$ cat src/rtl/dmem_pkg.sv
// -----------------------------------------------------------------------------
// dmem_pkg
// Shared definitions for the data-memory arbiter:
//   - access size encodings (SZ_BYTE / SZ_HALF / SZ_WORD, 2'b11 is illegal)
//   - arbiter FSM state enum
//   - requester port id type
//   - access_err(): alignment / size / range check applied at grant time
// -----------------------------------------------------------------------------
package dmem_pkg;

    localparam logic [1:0] SZ_BYTE    = 2'b00;
    localparam logic [1:0] SZ_HALF    = 2'b01;
    localparam logic [1:0] SZ_WORD    = 2'b10;
    localparam logic [1:0] SZ_ILLEGAL = 2'b11;

    typedef enum logic [1:0] {
        ST_IDLE = 2'd0,
        ST_RD   = 2'd1,
        ST_WR   = 2'd2,
        ST_RESP = 2'd3
    } state_e;

    typedef logic port_id_t;

    // An access is rejected for an illegal size, a misaligned half/word, or a
    // word index beyond the end of memory.
    function automatic logic access_err(input logic [1:0]  size,
                                        input logic [31:0] addr,
                                        input int unsigned mem_words);
        logic bad;
        bad = 1'b0;
        if (size == SZ_ILLEGAL)                      bad = 1'b1;
        if (size == SZ_HALF && addr[0])              bad = 1'b1;
        if (size == SZ_WORD && addr[1:0] != 2'b00)   bad = 1'b1;
        if ({2'b00, addr[31:2]} >= 32'(mem_words))   bad = 1'b1;
        return bad;
    endfunction

endpackage

$ cat src/rtl/dmem_lane_unit.sv
// -----------------------------------------------------------------------------
// dmem_lane_unit
// Purely combinational little-endian lane logic.
//   word_i      : 32-bit word read from memory
//   addr_lo_i   : byte address bits [1:0]
//   size_i      : access size (dmem_pkg encodings)
//   unsigned_i  : 1 = zero-extend loads, 0 = sign-extend
//   wdata_i     : right-aligned store data
//   load_o      : extracted and extended load value (0 for illegal size)
//   store_o     : word_i with the store data merged into the addressed lane(s)
// -----------------------------------------------------------------------------
module dmem_lane_unit
    import dmem_pkg::*;
(
    input  logic [31:0] word_i,
    input  logic [1:0]  addr_lo_i,
    input  logic [1:0]  size_i,
    input  logic        unsigned_i,
    input  logic [31:0] wdata_i,
    output logic [31:0] load_o,
    output logic [31:0] store_o
);

    logic [7:0]  byte_v;
    logic [15:0] half_v;

    assign byte_v = word_i[{addr_lo_i, 3'b000} +: 8];
    assign half_v = addr_lo_i[1] ? word_i[31:16] : word_i[15:0];

    always_comb begin
        load_o = '0;
        case (size_i)
            SZ_BYTE: load_o = {{24{~unsigned_i & byte_v[7]}}, byte_v};
            SZ_HALF: load_o = {{16{~unsigned_i & half_v[15]}}, half_v};
            SZ_WORD: load_o = word_i;
            default: load_o = '0;
        endcase
    end

    // Each memory byte lane either keeps the old byte or takes a byte of the
    // right-aligned store data: byte stores always source wdata[7:0], half
    // stores source wdata[7:0]/[15:8] depending on the lane's position in the
    // half, word stores pass straight through.
    genvar gi;
    generate
        for (gi = 0; gi < 4; gi++) begin : g_lane
            localparam logic [1:0] LANE = 2'(gi);
            logic       sel;
            logic [7:0] src;

            always_comb begin
                sel = 1'b0;
                src = wdata_i[8*gi +: 8];
                case (size_i)
                    SZ_BYTE: begin
                        sel = (addr_lo_i == LANE);
                        src = wdata_i[7:0];
                    end
                    SZ_HALF: begin
                        sel = (addr_lo_i[1] == LANE[1]);
                        src = LANE[0] ? wdata_i[15:8] : wdata_i[7:0];
                    end
                    SZ_WORD: begin
                        sel = 1'b1;
                        src = wdata_i[8*gi +: 8];
                    end
                    default: begin
                        sel = 1'b0;
                        src = wdata_i[8*gi +: 8];
                    end
                endcase
            end

            assign store_o[8*gi +: 8] = sel ? src : word_i[8*gi +: 8];
        end
    endgenerate

endmodule

$ cat src/rtl/dmem_arbiter.sv
// -----------------------------------------------------------------------------
// dmem_arbiter
// Round-robin arbiter between two requesters (p0 = core LSU, p1 = debug/DMA)
// in front of a word-wide single-port data memory. Adds byte/half accesses:
// sub-word loads are extracted and extended, sub-word stores are done as
// read-modify-write.
//   clk, rst              : clock, asynchronous active-high reset
//   pN_req/we/size/unsigned/addr/wdata : request, held until pN_done
//   pN_done/err/rdata     : one-cycle completion pulse with status and data
//   mem_MemRW             : memory write enable (decoded from state)
//   mem_addr/mem_wdata    : word-aligned address, write data
//   mem_rdata             : asynchronous read data
// -----------------------------------------------------------------------------
module dmem_arbiter
    import dmem_pkg::*;
#(
    parameter int unsigned MEM_WORDS  = 256,
    parameter bit          PRIO_RESET = 1'b0
) (
    input  logic        clk,
    input  logic        rst,
    input  logic        p0_req,
    input  logic        p0_we,
    input  logic [1:0]  p0_size,
    input  logic        p0_unsigned,
    input  logic [31:0] p0_addr,
    input  logic [31:0] p0_wdata,
    output logic        p0_done,
    output logic        p0_err,
    output logic [31:0] p0_rdata,
    input  logic        p1_req,
    input  logic        p1_we,
    input  logic [1:0]  p1_size,
    input  logic        p1_unsigned,
    input  logic [31:0] p1_addr,
    input  logic [31:0] p1_wdata,
    output logic        p1_done,
    output logic        p1_err,
    output logic [31:0] p1_rdata,
    output logic        mem_MemRW,
    output logic [31:0] mem_addr,
    output logic [31:0] mem_wdata,
    input  logic [31:0] mem_rdata
);

    state_e      state_q, state_d;
    port_id_t    ptr_q;
    port_id_t    gnt_q;
    logic        we_q;
    logic [1:0]  size_q;
    logic        uns_q;
    logic [31:0] addr_q;
    logic [31:0] wdata_q;
    logic        err_q;
    logic [31:0] rdata_q;
    logic [31:0] wbuf_q;

    // Grant selection (only meaningful in IDLE)
    logic        any_req;
    logic        both_req;
    port_id_t    sel;
    logic        sel_we;
    logic [1:0]  sel_size;
    logic        sel_uns;
    logic [31:0] sel_addr;
    logic [31:0] sel_wdata;
    logic        sel_err;

    assign any_req  = p0_req | p1_req;
    assign both_req = p0_req & p1_req;
    assign sel      = both_req ? ptr_q : port_id_t'(p1_req);

    assign sel_we    = sel ? p1_we       : p0_we;
    assign sel_size  = sel ? p1_size     : p0_size;
    assign sel_uns   = sel ? p1_unsigned : p0_unsigned;
    assign sel_addr  = sel ? p1_addr     : p0_addr;
    assign sel_wdata = sel ? p1_wdata    : p0_wdata;
    assign sel_err   = access_err(sel_size, sel_addr, MEM_WORDS);

    logic [31:0] load_val;
    logic [31:0] store_word;

    dmem_lane_unit u_lane (
        .word_i     (mem_rdata),
        .addr_lo_i  (addr_q[1:0]),
        .size_i     (size_q),
        .unsigned_i (uns_q),
        .wdata_i    (wdata_q),
        .load_o     (load_val),
        .store_o    (store_word)
    );

    // ---------------- state register ----------------
    always_ff @(posedge clk or posedge rst) begin
        if (rst) state_q <= ST_IDLE;
        else     state_q <= state_d;
    end

    // ---------------- next-state logic ----------------
    always_comb begin
        state_d = state_q;
        case (state_q)
            ST_IDLE: begin
                if (any_req) begin
                    if (sel_err)
                        state_d = ST_RESP;
                    else if (sel_we && sel_size == SZ_WORD)
                        state_d = ST_WR;
                    else
                        state_d = ST_RD;
                end
            end
            ST_RD:   state_d = we_q ? ST_WR : ST_RESP;
            ST_WR:   state_d = ST_RESP;
            ST_RESP: state_d = ST_IDLE;
            default: state_d = ST_IDLE;
        endcase
    end

    // ---------------- latched request / datapath ----------------
    always_ff @(posedge clk or posedge rst) begin
        if (rst) begin
            ptr_q   <= port_id_t'(PRIO_RESET);
            gnt_q   <= 1'b0;
            we_q    <= 1'b0;
            size_q  <= SZ_BYTE;
            uns_q   <= 1'b0;
            addr_q  <= '0;
            wdata_q <= '0;
            err_q   <= 1'b0;
            rdata_q <= '0;
            wbuf_q  <= '0;
        end else begin
            case (state_q)
                ST_IDLE: begin
                    if (any_req) begin
                        gnt_q   <= sel;
                        we_q    <= sel_we;
                        size_q  <= sel_size;
                        uns_q   <= sel_uns;
                        addr_q  <= sel_addr;
                        wdata_q <= sel_wdata;
                        err_q   <= sel_err;
                        rdata_q <= '0;
                        // Word stores skip RD, so the write word is loaded here;
                        // otherwise mem_wdata keeps its previous value.
                        if (sel_we && sel_size == SZ_WORD && !sel_err)
                            wbuf_q <= sel_wdata;
                        // Only a contested grant moves the pointer.
                        if (both_req)
                            ptr_q <= ~sel;
                    end
                end
                ST_RD: begin
                    if (we_q) wbuf_q  <= store_word;
                    else      rdata_q <= load_val;
                end
                default: ;
            endcase
        end
    end

    // ---------------- outputs ----------------
    always_comb begin
        mem_MemRW = (state_q == ST_WR);
        mem_addr  = {addr_q[31:2], 2'b00};
        mem_wdata = wbuf_q;
        p0_done   = (state_q == ST_RESP) && (gnt_q == 1'b0);
        p1_done   = (state_q == ST_RESP) && (gnt_q == 1'b1);
        p0_err    = p0_done & err_q;
        p1_err    = p1_done & err_q;
        p0_rdata  = p0_done ? rdata_q : '0;
        p1_rdata  = p1_done ? rdata_q : '0;
    end

endmodule
$ cat config.mk
export PLATFORM = sky130hd
export DESIGN_NAME = dmem_arbiter
export DESIGN_NICKNAME = d
export VERILOG_FILES = /design/src/rtl/dmem_pkg.sv /design/src/rtl/dmem_lane_unit.sv /design/src/rtl/dmem_arbiter.sv
export SDC_FILE = /design/constraint.sdc
export NUM_CORES = 1
export LEC_CHECK = 0
export ABC_AREA = 1
export CORE_MARGIN = 4
export CORE_UTILIZATION = 40
export CTS_CLUSTER_SIZE = 24
export DETAILED_ROUTE_END_ITERATION = 7
export PLACE_DENSITY = 0.84
export SLEW_MARGIN = 25
export SYNTH_ARGS = -nofsm -noshare
export SYNTH_HDL_FRONTEND = slang
export SYNTH_SLANG_ARGS = --single-unit
$ cat constraint.sdc
create_clock -name clk -period 4.7 [get_ports clk]
set_input_delay 0.47 -clock clk [delete_from_list [all_inputs] [get_ports clk]]
set_output_delay 0.47 -clock clk [all_outputs]
set_load 0.05 [all_outputs]
# == Yosys cells after proc, flatten, opt, wreduce, memory -nomap -nowiden ==
# Index checks and enable logic that the tools add are counted.
# Widths: inputs -> output; s select.
# totals
regBits,137
in_bits,172
output_inout_bits,133
wordCells,92
# classes
n_lt_le_gt_ge,1
eq_ne,15
shift,1
mux,37
n_bitwise,10
reduce_logical,17
# op_table
cell,count
$mux 32,9
$pmux 32 s2,2
$pmux 32 s3,1
$mux 8,6
$shiftx 32x6->8,1
$ge 30x9->1 const B,1
$mux 16,1
$pmux 8 s2,1
$eq 2x2->1 const B,7
$pmux 1 s3,4
$eq 2x1->1 const B,4
$mux 1,8
$mux 2,4
$ne 2x2->1 const B,4
$pmux 2 s4,1
$logic_and 1x1->1,6
$logic_not 2->1,3
$reduce_and 3->1,2
$and 1x1->1,5
$not 1->1,4
$reduce_and 4->1,1
$reduce_bool 2->1,2
$reduce_and 2->1,1
$reduce_or 2->1,1
other kinds (2),2

# == Longest topological paths before layout ==
# Gate-level depths: netlist of the first run.
# depth
ltp_word,13
ltp_mapped,16
depth_no_buf,14

# == Cells and area by module ==
# From an unflattened synthesis of the first run, not the netlist that was laid out.
# hier_totals
cells_unflattened,1349
area_unflattened_um2,9102.5
# modules_own_cells
module,n_inst,cells_each,area_each_um2
dmem_arbiter,1,917,7155.6
dmem_lane_unit,1,432,1946.9

# == Least setup slack after synthesis of the first run ==
# OpenSTA, ideal clock, no wires.
# synth_timing
path_kind,register to output
start,reg state_q[0]
end,out p0_rdata[10]
arrival_time_ns,2.362
required_time_ns,4.230
setup_slack_ns,1.868
stages_incl_launch_ff,7
path_buffers,1
cell_sequence,dfrtp_1 -> ha_1 -> inv_1 -> nor2_1 -> inv_1 -> buf_1 -> nor2_1
# synth_between
elab_chain_len,3
# synth_lines
element,line,text
from (decl),dmem_arbiter.sv:46,"state_e state_q, state_d;"
from (signal assigned),dmem_arbiter.sv:96,else state_q <= state_d;
$eq 2x2->1,dmem_arbiter.sv:168,p0_done = (state_q == ST_RESP) && (gnt_q == 1'b0);
$logic_and 1x1->1,dmem_arbiter.sv:168,
named net p0_done,dmem_arbiter.sv:28,"output logic p0_done,"
$mux 32,dmem_arbiter.sv:172,p0_rdata = p0_done ? rdata_q : '0;
to (decl),dmem_arbiter.sv:30,"output logic [31:0] p0_rdata,"
# The timed path passes the listed nets, and every way through them passes these cells.

# == Final worst setup path of the first run ==
# layout_timing
start,in p0_req
end,reg wbuf_q[17] (netlist: mem_wdata[17])
# layout_between
elab_chain_len,12
# layout_lines
element,line,text
from (decl),dmem_arbiter.sv:22,"input logic p0_req,"
branches (longest 12 deep; another with $ge 30x9->1),-,
to (signal assigned),dmem_arbiter.sv:148,wbuf_q <= sel_wdata;
to (signal assigned),dmem_arbiter.sv:155,if (we_q) wbuf_q <= store_word;
to (decl),dmem_arbiter.sv:56,logic [31:0] wbuf_q;
# Parallel ways; which one is timed is not known. The select of a mux whose other input is x is not followed.
# A chain may end at the register's enable or synchronous reset.

==> results of run 1 <==
==> metal layers <==
layer / share of wire / vias up
met3: 0.10 / 72
li1: - / 4131
met2: 0.49 / 492
met1: 0.38 / 4012
met5: 0 / -
met4: 0.034 / 0
==> Yosys cell counts, drive strengths merged <==
library cell,number
nor2,102
o2111ai,1
nand2,335
dfrtp,137
a31oi,10
a221oi,7
a22oi,8
nand4,1
a211oi,1
o21bai,1
nand3b,20
clkbuf,39
buf,62
clkinv,1
conb,1
mux2i,33
ha,4
inv,93
o21ai,149
o22ai,15
nand3,79
o211ai,12
a21oi,23
a21boi,1
==> logic make-up after synthesis <==
kind of cell,synth area share
flip-flops,0.419
other,0.000458
AO/OA/AOI/OAI,0.156
buffers and inverters,0.109
multiplexers,0.0404
AND/OR/NAND/NOR,0.270
adder cells (fa/ha/maj),0.00612
==> worst max-delay path by stage <==
stage	to	slack, ns	from	cells after the start
after floorplan	addr_q[0]$_DFFE_PP0P_	0.56	rst	1
after global placement	mem_wdata[16]$_DFFE_PP0P_	0.79	p0_req	14
after detailed placement	mem_wdata[14]$_DFFE_PP0P_	0.66	p0_req	14
after CTS	mem_wdata[19]$_DFFE_PP0P_	1.08	p0_req	14
after global routing	mem_wdata[25]$_DFFE_PP0P_	0.62	p0_req	14
final	mem_wdata[17]$_DFFE_PP0P_	1.05	p0_req	14
==> sequential cells by signal (all words and copies together) (netlist names) <==
signal and cells:
addr_q 32, mem_wdata 32, rdata_q 32, wdata_q 32, size_q 2, state_q 2
err_q 1, gnt_q 1, ptr_q 1, uns_q 1, we_q 1
==> worst register-to-register path: cells and delay by family, from the launching register on <==
| kind | cells | cell delay [ns] |
|---|---|---|
| and+or+nand+nor | 13 | 2.91 |
| DFF | 1 | 0.39 |
| buffers and inverters | 1 | 0.08 |
==> cell type report <==
class                           instances  area share
Tap cell                              270      0.0288
Sequential cell                       137       0.292
Multi-Input combinational cell        804       0.331
Clock buffer                           22      0.0421
Inverter                               94      0.0307
Timing Repair Buffer                  312       0.264
Clock inverter                         10      0.0119
==> through the flow <==
step	total power [mW]	instances	hold WS, ns	instance area [µm²]
2_1_floorplan	5.44	1136	0.448	8180
4_1_cts	8.19	1649	0.477	11700
3_3_place_gp	6.63	1617	0.457	11100
3_5_place_dp	6.73	1617	0.460	11100
5_1_grt	8.73	1649	0.497	11700
6_report	8.18	1649	0.471	11700
==> layout by cell type (no fill, tap or decap), types with 3 or more instances in the layout <==
cell	count
clkbuf_8	5
a31oi_1	10
inv_1	88
o21ai_0	144
a21oi_1	22
ha_1	3
nand3b_1	20
clkinvlp_4	6
nand2_2	4
inv_2	4
o22ai_1	15
clkbuf_16	17
o211ai_1	12
a221oi_1	7
mux2i_1	33
dfrtp_1	137
clkdlybuf4s50_1	302
nor2_1	99
o21ai_1	4
a22oi_1	8
nand2_1	330
nand3_1	79
buf_4	10
nor2_2	3
bufinv_16	3
==> power by group <==
part / leakage, nW / total [mW] / internal [mW] / switching (mW)
combinational: 3.30 / 4.65 / 1.44 / 3.21
sequential: 1.73 / 2.11 / 1.74 / 0.365
clock: 0.293 / 1.43 / 0.904 / 0.522
total: 5.32 / 8.18 / 4.08 / 4.10
==> impl_metrics.toml, run 1 <==
[min_path]
hp-class = "reg -> reg"
hold_start = "mem_wdata[5]$_DFFE_PP0P_"
holdPathStages = 2
hold_end = "mem_wdata[5]$_DFFE_PP0P_"

[cts]
cts_buffer_depth = 2
cts_made_buffers = 17
cts_setup_buffers = 0
post_cts_resize_count = 0
htreeDepth = 4
cts_sinks = 137
cts-hold-fix-buffers = 0
cts.clk_slew.worst_paths_ns = 0.06
clock_latency_ns = 0.42
ctsRootBufferMaster = "clkbuf_16"
tritoncts = "built"

[yosys]
synth_area_per_cell_um2 = 7.21
yosys_warnings = 0
synth_area_mm2 = 0.00818
synth_area_leaders = "dfrtp_1 (42%), nand2_1 (15%), o21ai_0 (8.8%)"
yosysTopAreaCell = "dfrtp_1"
syn_inst = 1135
ys_types = 32
synth_top_area_share = 0.419
ys_seq_area_frac = 0.419
ys_ff_latch = 137

[drt]
routed_wl_mm = 29.6
ant_nets = 0
drcViolationCount = 1
vias = 8707
drt-pass1-iter-count = 8
wire_per_inst_um = 18.0
drt-initial-drc-count = 827
vias_per_cell = 5.28

[grt]
gr-usage-met3 = 0.0652
grt_overflow = 0
gr-max-usage-layer = "met2"
grtUsageMet2 = 0.437
track_usage = 0.257
antenna_found_initial = 0
first_global_vias = 8393
grt_pass1_wl_mm = 45.1
gr-usage-met1 = 0.312
grt_max_degree = 114

[power_and_ir_drop]
ir_drop_mv = 0.435
leakagePower_nw = 5.32
powerDensity_mw_per_mm2 = 697

[sta]
max_freq_mhz = 274
rsz0062_at_grt = "false"
finalSetupViolations = 0
tightestPinTransition_ns = 0.997
finalSetupTns_ns = 0
hold_viol = 0
timing.final.ws_setup_ns = 1.05
period_share = 0.776
max-slew-margin-rel = 0.333
finalMaxSlewViolations = 0
finalCriticalPeriod_ns = 3.65
finalClockSkew_ns = 0.0109

[flow_run]
maxCapViolations = 0

[run_status]
status = "finished with violations"
violations = "design-rule violations"

[finish]
diodes = 0
nets = 1542
area_growth_pct = 43.5
nFillCells = 1850
final-seq-area_mm2 = 0.00343
multi_input_area_mm2 = 0.00388
utilization = 0.582
drive_gt1_frac = 0.0428

[worst_setup_path]
reg2reg_slack_ns = 1.19
worstSetupPathType = "in -> reg"
crit_buf_inv = 1
cp_top_family = "simple AND/OR/NAND/NOR gates"
worstPathArrival_ns = 3.95
endpoint_kind = "register"
rr_worst_depth = 14
critical_path.most_common_cell = "nand2_1"
reg2reg_to = "mem_wdata[17]$_DFFE_PP0P_"
startpoint_type = "input port"
critPathRequiredTime_ns = 5.00
max_stage_delay_ns = 0.60
cp_cell_sequence = "clkdlybuf4s50_1 > nand2_2 > nand2_4 > nand2_1 > nand2_1 > nand2_1 > nor2_1 > nand2_1 > nor2_1 > nand3_1 > nand2_2 > nand2_2 > nand2_1 > nand2_1"
crit_path_max_fanout = 51
r2r_start = "ptr_q$_DFFE_PP0P_"
crit_slowest_cell = "nand2_4"

[place]
place.gp.congestion = 0.911
post-place-ws_ns = 0.661
hpwl_mm = 22.7
portBuffers = 302

[floorplan]
die_area_mm2 = 0.0228
num_rows = 52
initial_core_util = 0.406
design.core.area_mm2 = 0.0202
die_w_um = 151
dieHeight_um = 151
ioPinCount = 305
No activity file was read; power rests on OpenSTA's default activity.
==> run 2, diff against run 1 <==
==> constraint.sdc (replaced) <==
create_clock -name clk -period 3.8 [get_ports clk]
set_input_delay 0.38 -clock clk [delete_from_list [all_inputs] [get_ports clk]]
set_output_delay 0.38 -clock clk [all_outputs]
set_load 0.05 [all_outputs]
==> impl_metrics.toml, run 2 (synthesized netlist as in run 1, its figures left out) <==
[run_status]
status = "finished, final reports clean"

[min_path]
holdPathStages = 2
hold_start = "mem_wdata[5]$_DFFE_PP0P_"
hp-class = "reg -> reg"
hold_end = "mem_wdata[5]$_DFFE_PP0P_"

[sta]
rsz0062_at_grt = "false"
tightestPinTransition_ns = 0.966
finalClockSkew_ns = 0.00931
max_freq_mhz = 317
finalCriticalPeriod_ns = 3.16
period_share = 0.831
hold_viol = 0
max-slew-margin-rel = 0.354
timing.final.ws_setup_ns = 0.642
finalSetupViolations = 0
finalMaxSlewViolations = 0
finalSetupTns_ns = 0
holdWs_ns = 0.473

[drt]
vias = 8713
ant_nets = 0
wire_per_inst_um = 17.8
drcViolationCount = 0
drt-pass1-iter-count = 8
routed_wl_mm = 29.4
vias_per_cell = 5.26
drt-initial-drc-count = 896

[worst_setup_path]
r2r_start = "size_q[1]$_DFFE_PP0P_"
critPathRequiredTime_ns = 3.42
endpoint_kind = "output pin"
rr_worst_depth = 10
reg2reg_slack_ns = 1.11
worstPathArrival_ns = 2.78
reg2reg_to = "mem_wdata[1]$_DFFE_PP0P_"
startpoint_type = "register"
crit_path_start = "state_q[0]$_DFFE_PP0P_"
worstSetupPathType = "reg -> out"
crit_path_max_fanout = 21

[power_and_ir_drop]
ir_drop_mv = 0.498
powerDensity_mw_per_mm2 = 857
leakagePower_nw = 5.34
total_power_mw = 10.1

[cts]
post_cts_resize_count = 0
cts_buffer_depth = 2
cts-hold-fix-buffers = 0
clock_latency_ns = 0.43
cts_setup_buffers = 0
tritoncts = "built"
htreeDepth = 4
ctsRootBufferMaster = "clkbuf_16"
cts.clk_slew.worst_paths_ns = 0.06
cts_sinks = 137
cts_made_buffers = 17

[floorplan]
initial_core_util = 0.406
num_rows = 52
ioPinCount = 305
design.core.area_mm2 = 0.0202
die_w_um = 151
die_area_mm2 = 0.0228
dieHeight_um = 151

[grt]
first_global_vias = 8329
grt_max_degree = 138
track_usage = 0.255
antenna_found_initial = 0
grt_overflow = 0
grt_pass1_wl_mm = 44.8

[place]
portBuffers = 302
dp.cells = 1623
place.gp.congestion = 0.924
hpwl_mm = 22.4
post-place-ws_ns = 0.632
postPlaceCellArea_mm2 = 0.0112

[flow_run]
maxCapViolations = 0

[finish]
utilization = 0.583
final_area_mm2 = 0.0118
nFillCells = 1844
nets = 1548
layout_common_cells = "nand2_1 (331), clkdlybuf4s50_1 (302), o21ai_0 (144)"
final_common_cell = "nand2_1"
drive_gt1_frac = 0.0440
instances_no_fill = 1655
area_growth_pct = 43.8
diodes = 0
-- run 2: cell type report --
class | instances | area [µm²] | area share
Inverter | 94 | 357 | 0.0303
Multi-Input combinational cell | 804 | 3880 | 0.330
Clock buffer | 21 | 460 | 0.0391
Tap cell | 270 | 338 | 0.0287
Sequential cell | 137 | 3430 | 0.291
Clock inverter | 11 | 146 | 0.0124
Timing Repair Buffer | 318 | 3160 | 0.268
-- run 2: worst max-delay path by stage --
stage	endpoint	slack (ns)	depth (start not counted)
final	p0_rdata[16]	0.64	7
after global routing	p0_rdata[16]	0.51	7
after CTS	p0_rdata[16]	0.60	7
after detailed placement	mem_wdata[12]$_DFFE_PP0P_	0.63	14
after global placement	mem_wdata[17]$_DFFE_PP0P_	0.75	14
after floorplan	p0_rdata[10]	1.06	6
-- run 2: metal layers --
layer,part of all wire,global-route usage
met3,0.11,0.0778
met1,0.38,0.309
met2,0.48,0.428
met5,0,0
met4,0.033,0.0975
-- run 2: critical path: stages, from the launching register on --
cell and delay, ns:
dfrtp_1 0.40, ha_1 0.22, inv_1 0.06, nor2_1 0.05, inv_1 0.54, buf_4 0.32, nor2_1 0.06, clkdlybuf4s50_1 0.70
-- run 2: where the power goes --
group / internal [mW] / switching, mW / total, mW
combinational: 1.80 / 3.97 / 5.77
clock: 1.06 / 0.641 / 1.71
sequential: 2.16 / 0.448 / 2.61
